===== src/rtl/sat_counter.sv =====
// Up-counter that holds at all-ones; clr has priority over inc.
module sat_counter #(
  parameter int W = 4
) (
  input  logic         clock,
  input  logic         clr,
  input  logic         inc,
  output logic [W-1:0] q
);
  always_ff @(posedge clock) begin
    if (clr)                  q <= '0;
    else if (inc && q != '1) q <= q + 1'b1;
  end
endmodule


===== config.mk =====
export PLATFORM = sky130hd
export DESIGN_NAME = sat_counter
export DESIGN_NICKNAME = d
export VERILOG_FILES = /design/src/rtl/sat_counter.sv
export SDC_FILE = /design/constraint.sdc
export NUM_CORES = 1
export LEC_CHECK = 0
export ABC_AREA = 1
export ABC_CLOCK_PERIOD_IN_PS = 1800
export CAP_MARGIN = 20
export CELL_PAD_IN_SITES_DETAIL_PLACEMENT = 1
export CELL_PAD_IN_SITES_GLOBAL_PLACEMENT = 1
export CORE_AREA = 2 2 39 41
export CTS_BUF_LIST = sky130_fd_sc_hd__clkbuf_4 sky130_fd_sc_hd__clkbuf_8
export DETAILED_ROUTE_END_ITERATION = 6
export DIE_AREA = 0 0 41 43
export HOLD_SLACK_MARGIN = 0.02
export MAX_ROUTING_LAYER = met4
export PLACE_DENSITY = 0.54
export SETUP_SLACK_MARGIN = 0.02
export SKIP_CTS_REPAIR_TIMING = 1
export SYNTH_ARGS = -nofsm -noshare
export SYNTH_HDL_FRONTEND = slang
export SYNTH_SLANG_ARGS = --single-unit

===== constraint.sdc =====
create_clock -name clock -period 1.8 [get_ports clock]
set_input_delay 0.18 -clock clock [delete_from_list [all_inputs] [get_ports clock]]
set_output_delay 0.18 -clock clock [all_outputs]
set_load 0.05 [all_outputs]

==> impl_metrics.csv, run 1 <==
group,metric,value,unit
clocking,cts_root_buf,"clkbuf_4",
flow_run,cap_violations,0,
synthesis,syn_inst,29,
clocking,clkTransAtPathRegs,40,ps
critical_path,crit_chain,"clkdlybuf4s50_1",
clocking,htreeDepth,1,
synthesis,syn_area_per_cell,6.95,µm²
detailed_routing,drtIter0Drc,0,
floorplan,io_pins,7,
critical_path,path_class,"reg -> out",
synthesis,seq_area_frac_synth,0.398,
grt,grt_pass1_wl,841,µm
detailed_routing,final_antenna_net_count,0,
critical_path,crit_family,"buffers and inverters",
grt,grt_max_degree,7,
critical_path,slowest_stage,"clkdlybuf4s50_1",
pwr,peakVddDrop,0.262,mV
timing,final-hold-violation-count,0,
timing,rsz0062_at_grt,"no",
timing,maxSlewViolCount,0,
timing,clock_skew,4.57,ps
place,hpwl,417,µm
floorplan,die-area,1760,µm²
synthesis,netlist_area,201,µm²
synthesis,yosys_warnings,0,
floorplan,num_rows,14,
detailed_routing,wl_per_cell,9.36,µm
synthesis,synth_nets,33,
floorplan,fp.dieW,41,µm
layout,regMostFlops,"q",
timing,setup_viol,0,
timing,max_freq,597,MHz
grt,antenna_found_initial,0,
floorplan,core_area,1380,µm²
timing,hold_slack,525,ps
layout,drive_gt1_frac,0.205,
timing,period_needed,1680,ps
floorplan,start_util,0.146,
clocking,cts_tree,"built",
critical_path,cp-end-kind,"primary output",
critical_path,path_max_fanout,6,
timing,fin_crit_sh,0.931,
grt,gr-total-overflow,0,
detailed_routing,viasPerCell,4.00,
grt,first_global_vias,200,
layout,largest_registers,"q (4)",
critical_path,crit_buf_inv,1,
place,place.gp.congestion,0.700,
clocking,cts_buffers,3,
grt,track_usage,0.0824,
detailed_routing,drtPass1Iterations,1,
layout,diodes,0,
timing,finalSetupTns,0,ps
clocking,clk_path_buf_depth,2,
synthesis,ys_seq_elements,4,
critical_path,r2r-start,"q[0]",
detailed_routing,finalWirelength,515,µm
clocking,clock_sinks,4,
timing,worst_pin_slew,492,ps
critical_path,required,1620,ps
layout,largest_reg_flops,4,
hold_path,hold_path.class,"in -> reg",
critical_path,critPathMaxStageDelay,840,ps
outcome,status,"finished, final reports clean",
timing,max-slew-margin-rel,0.671,
layout,area_growth,54.7,%
detailed_routing,via_count,220,
clocking,clk_latency,240,ps
pwr,p_leak,0.124,nW
detailed_routing,drc_errors,0,
critical_path,crit_arrival,1500,ps
layout,finalNetCount,45,
pwr,power.density,831,nW/µm²
floorplan,die-height,43,µm
critical_path,critPathLaunchType,"register",
hold_path,hold_start,"clr",
place,portBuffers,6,
synthesis,synth.distinct_cells,13,
critical_path,startpoint,"q[0]",
routing by layer:
layer  GRT usage  part of all wire  vias to the layer above  routed length (µm)
li1            -                 -                      114                   -
met1      0.0935              0.45                      100                 232
met2      0.0938              0.48                        6                 246
met3      0.0628             0.072                        0                  37
met4      0.0600                 0                        0                   0
met5           -                 0                        -                   0
where the power goes:
| group | total [mW] | switching (mW) | leakage [nW] | internal [mW] |
|---|---|---|---|---|
| Combinational | 0.0455 | 0.0280 | 0.0777 | 0.0175 |
| Clock | 0.114 | 0.0394 | 0.0138 | 0.0748 |
| Sequential | 0.0992 | 0.00573 | 0.0328 | 0.0935 |
final timing paths:
check,depth (start not counted),slack (ps),endpoint
max,1,120,q[0]
min,2,520,q[2]
max reg2reg,6,640,q[1]
min reg2reg,2,540,q[1]
cell usage in the layout, fill, tap and decap left out, drive strengths merged:
cell type      count
a21oi              1
buf                1
clkbuf             3
clkdlybuf4s50      6
dfxtp              4
ha                 1
inv                3
nand2              6
nand3              2
nand4              1
nor2               9
nor3               1
o21ai              1
cells by family (layout without fill, tap and decap cells):
group	count (synthesis)	count (layout)	share of synthesized area
flops	4	4	0.398
fa+ha+maj	1	1	0.0621
simple gates	19	19	0.435
buf+inv	3	13	0.0559
compound gates	2	2	0.0496
synthesized netlist by cell type:
| cell type | count | area [µm²] |
|---|---|---|
| nand2_1 | 4 | 15.0 |
| a21oi_1 | 1 | 5.00 |
| nand3_1 | 1 | 5.00 |
| dfxtp_1 | 4 | 80.1 |
| nor2_1 | 9 | 33.8 |
| nand3_2 | 1 | 10.0 |
| inv_2 | 1 | 3.75 |
| nand2_2 | 2 | 12.5 |
| ha_1 | 1 | 12.5 |
| o21ai_0 | 1 | 5.00 |
| nor3_1 | 1 | 5.00 |
| nand4_1 | 1 | 6.26 |
| inv_1 | 2 | 7.51 |
per-stage QoR:
step	cell area, µm²	utilization	cells	power [mW]	setup slack, ps
final	312	0.225	55	0.259	125
after floorplan	201	-	29	0.128	339
after global placement	289	0.209	52	0.146	383
after detailed placement	289	0.209	52	0.147	371
after CTS	312	0.225	55	0.265	110
after global routing	312	0.225	55	0.279	58.4
layout make-up:
| cell class | instances | area (µm²) |
|---|---|---|
| tap | 16 | 20.0 |
| sequential | 4 | 80.1 |
| timing repair buffer | 7 | 67.6 |
| multi-input combinational | 22 | 110 |
| clock buffer | 3 | 22.5 |
| fill | 176 | 1070 |
| inverter | 3 | 11.3 |
Note: power is estimated with default switching activity, not from simulation.
==> inputs of run 2 (changes only) <==
GPL_TIMING_DRIVEN = 1   (was unset)
==> results of run 2 <==
No change in the layout: final DEF, timing and power equal those of run 1.
==> RTL edit 1: new RTL, config.mk and constraints of run 2 <==
Set the parameter `W` to 6 (it was 4).
--- a/src/rtl/sat_counter.sv
+++ b/src/rtl/sat_counter.sv
@@ -1,5 +1,5 @@
 // Up-counter that holds at all-ones; clr has priority over inc.
 module sat_counter #(
-  parameter int W = 4
+  parameter int W = 6
 ) (
   input  logic         clock,
Interface: changed (resized q); port bits go from 7 to 9. The function was not compared with the original's and may differ.
==> RTL edit 1 against run 2 <==
Die area unchanged. Final area up 52%. Final cell count is 49% higher. Register-to-register slack worse by 160 ps. Largest cell class unchanged. Worst setup slack improved by 0.85 ps. Non-clock buffer count rose by 2. Total power rose by 22%. Wire length grew 69%. Clock power rose by 9%. Largest power group is now sequential cells. Area after synthesis is 75% higher. Sequential cell count rose by 2. Maximum frequency about the same.
==> RTL edit 1: results (changes against run 2) <==
status - completed
post-synthesis sequential area ratio - 34.0% (-5.7 points)
VDD IR-drop max - 286 uV (+9.1%)
Clock Skew - 3.71 ps (-0.856 ps)
largest net degree at the start of global routing - 9 (+2)
share of cells above drive strength 1 - 12.1% (-8.4 points)
HPWL after DPL - 702 um (+68%)
biggest regs - q x6
Synth Instances - 55 (+90%)
metal3 WL - 28 um (-24%)
Hold WS - 544 ps (+19.1 ps)
Overall Global Routing Usage - 14.2% (+5.9 points)
grt met2 use - 17.5% (+8.1 points)
non-filler cells, final - 82 (+49%)
I/O Buffers - 8 (+2)
Critical Path Source - q[4]$_SDFFE_PP0P_
First-pass DRT Iterations - 4 (+3)
R2R Path End - q[3]$_SDFFE_PP0P_
GRT met3 Usage - 3.14% (-3.1 points)
number of global-route vias before repair - 361 (+81%)
vias per cell - 4.46 (+12%)
hold worst-path end - q[4]$_SDFFE_PP0P_
first-pass GRT wire length - 1.57 mm (+86%)
CP endpoint - q[4]
highest routed layer - met4
hold_sp - q[4]$_SDFFE_PP0P_
initial drt markers - 9 (+9)
met1 GRT Util - 18.6% (+9.3 points)
placed inst area - 450 um^2 (+56%)
HP Class - flip-flop to flip-flop
worst slew pin tran - 497 ps (+4.19 ps)
Post-synth top cells - nand2_1 (17), inv_1 (8), nor2_1 (7)
static leakage - 0.206 nW (+65%)
nets - 72 (+60%)
ranking of synthesized cells by area - dfxtp_1 (34%), nand2_1 (18%), inv_1 (8.5%), nor2_1 (7.4%), nand3_1 (5.7%)
Reg2Reg Depth - 5 (-1)
R2R setup slack - 480 ps (-160 ps)
met2 wire len - 396 um (+61%)
-- RTL edit 1: area by class of cell --
class / instances / area (um^2)
fill: 185 / 911
sequential: 6 / 120
tap: 16 / 20.0
multi-input combinational: 40 / 195
inverter: 8 / 30.0
clock buffer: 3 / 22.5
timing repair buffer: 9 / 85.1
-- RTL edit 1: logic make-up after synthesis --
kind of cell | synth area share [%]
and+or+nand+nor | 41.1
buffers and inverters | 10.6
DFF | 34.0
AOI/OAI and AO/OA | 8.15
xor gates and xnor gates | 2.48
adders and majority gates | 3.55
-- RTL edit 1: power by group through the flow --
stage | clock [W] | combinational [W] | sequential, W
after floorplan | 0 | 0.0000160 | 0.000160
after global placement | 0 | 0.0000481 | 0.000147
after detailed placement | 0 | 0.0000483 | 0.000147
after CTS | 0.000132 | 0.0000486 | 0.000144
after global routing | 0.000143 | 0.0000519 | 0.000145
final | 0.000124 | 0.0000477 | 0.000144
==> RTL edit 2: new RTL, config.mk and constraints of run 2 <==
Made on the original files. Add an input register stage for `clr` and `inc`, without a reset; this delays them by one clock.
--- a/src/rtl/sat_counter.sv
+++ b/src/rtl/sat_counter.sv
@@ -8,7 +8,16 @@
   output logic [W-1:0] q
 );
+
+  logic clr_q;
+  logic inc_q;
+
   always_ff @(posedge clock) begin
-    if (clr)                  q <= '0;
-    else if (inc && q != '1) q <= q + 1'b1;
+    clr_q <= clr;
+    inc_q <= inc;
+  end
+
+  always_ff @(posedge clock) begin
+    if (clr_q)                  q <= '0;
+    else if (inc_q && q != '1) q <= q + 1'b1;
   end
 endmodule
Formal check against the unedited RTL: not equivalent (a bounded check fails within 4 cycles, from zero or initial values).
==> RTL edit 2 against run 2 <==
Final area is 10% higher. Worst setup slack worse by 21 ps. Sequential power is 49% higher. Largest cell class is now flip-flops and latches. Sequential cell count is 2 higher. Wire length is 2.3% higher. Critical path type unchanged. Global-route usage is 0.21 points higher. Area after synthesis is 20% higher. Count of clock-buffer cells in the layout stayed put. Total power is 23% higher.
==> RTL edit 2: results (changes against run 2) <==
Post-Place Cells - 53 (+1.9%)
status - completed
initial drt markers - 0 (unchanged)
hold path cells - 1 (-1)
final WL - 527 um (+2.3%)
ranking of synthesized cells by area - dfxtp_1 (50%), nor2_1 (14%), nand2_1 (6.2%), ha_1 (5.2%), nand2_2 (5.2%)
ys flop type - dfxtp_1
Hold WS - 379 ps (-146 ps)
switching share of power - 26.9% (-1.3 points)
hold worst-path end - inc_q$_DFF_P_
biggest regs - q x4, clr_q x1, inc_q x1
hold_sp - inc
Routability Congestion - 0.638 (-8.9%)
first-pass GRT wire length - 855 um (+1.7%)
static leakage - 0.136 nW (+9.2%)
share of cells above drive strength 1 - 17.5% (-3.0 points)
Post-synth top cells - nor2_1 (9), dfxtp_1 (6), nand2_1 (4)
vias per cell - 4.14 (+3.6%)
post-synthesis sequential area ratio - 49.7% (+10 points)
Synth Instances - 31 (+6.9%)
Yosys warning count - 0 (unchanged)
Critical Path Fanout Max - 6 (unchanged)
largest net degree at the start of global routing - 7 (unchanged)
Clk Latency, worst-skew pair - 240 ps (about the same)
Synthesized Nets - 35 (+6.1%)
Clock Skew - 1.66 ps (-2.90 ps)
worst slew pin tran - 502 ps (+9.26 ps)
Crit-path slowest cell - clkdlybuf4s50_1
placed inst area - 322 um^2 (+11%)
ys async rst share - 0% (unchanged)
R2R Path End - q[0]$_SDFFE_PP0P_
dpl ws - 353 ps (-18.4 ps)
Reg clk slew, reported paths - 50 ps
CP arrival - 1520 ps (+20 ps)
CTS H-Tree Depth - 1 (unchanged)
Overall Global Routing Usage - 8.45% (+0.21 points)
Num CTS Buffers - 3 (unchanged)
root buf cell - clkbuf_4
VDD IR-drop max - 214 uV (-18%)
diodes inserted - 0 (unchanged)
I/O Buffers - 6 (unchanged)
nets - 46 (+2.2%)
number of global-route vias before repair - 225 (+13%)
routed len/inst - 9.41 um (+0.50%)
critical path's largest stage delay - 850 ps
==> RTL edit 2: changes by cell type after synthesis, sizes merged <==
cell	run 2	this run
dfxtp	4	6
==> RTL edit 2: area by class of cell <==
cell class | instances | area (um^2)
fill | 164 | 1040
sequential | 6 | 120
multi-input combinational | 22 | 110
timing repair buffer | 6 | 60.1
clock buffer | 3 | 22.5
tap | 16 | 20.0
inverter | 3 | 11.3
==> RTL edit 2: logic make-up after synthesis <==
family / count (synthesis) / synth area share, %
DFF: 6 / 49.7
and+or+nand+nor: 19 / 36.3
buffers and inverters: 3 / 4.66
adders and majority gates: 1 / 5.18
AOI/OAI and AO/OA: 2 / 4.14
==> RTL edit 2: layer usage <==
metal  track usage, %  routed length [um]  vias up
met2             10.6                 271        4
met4             12.0                   8        0
met1             7.77                 214      108
met5                -                   0        -
met3             3.14                  33        2
li1                 -                   -      118
==> RTL edit 2: worst max-delay path by stage <==
stage | startpoint | endpoint | slack (ps) | depth (start not counted)
detailed placement | q[0]$_SDFFE_PP0P_ | q[0] | 350 | 1
floorplan | q[0]$_SDFFE_PP0P_ | q[1]$_SDFFE_PP0P_ | 340 | 6
global route | q[0]$_SDFFE_PP0P_ | q[0] | 60 | 1
global placement | q[0]$_SDFFE_PP0P_ | q[0] | 360 | 1
finish | q[0]$_SDFFE_PP0P_ | q[0] | 100 | 1
CTS | q[0]$_SDFFE_PP0P_ | q[0] | 80 | 1
==> RTL edit 2: power groups by stage <==
stage                     sequential [W]  combinational (W)  clock [W]
after floorplan                 0.000164          0.0000125          0
after global placement          0.000151          0.0000418          0
after detailed placement        0.000151          0.0000428          0
after CTS                       0.000148          0.0000429   0.000136
after global routing            0.000149          0.0000459   0.000139
final                           0.000148          0.0000423   0.000127
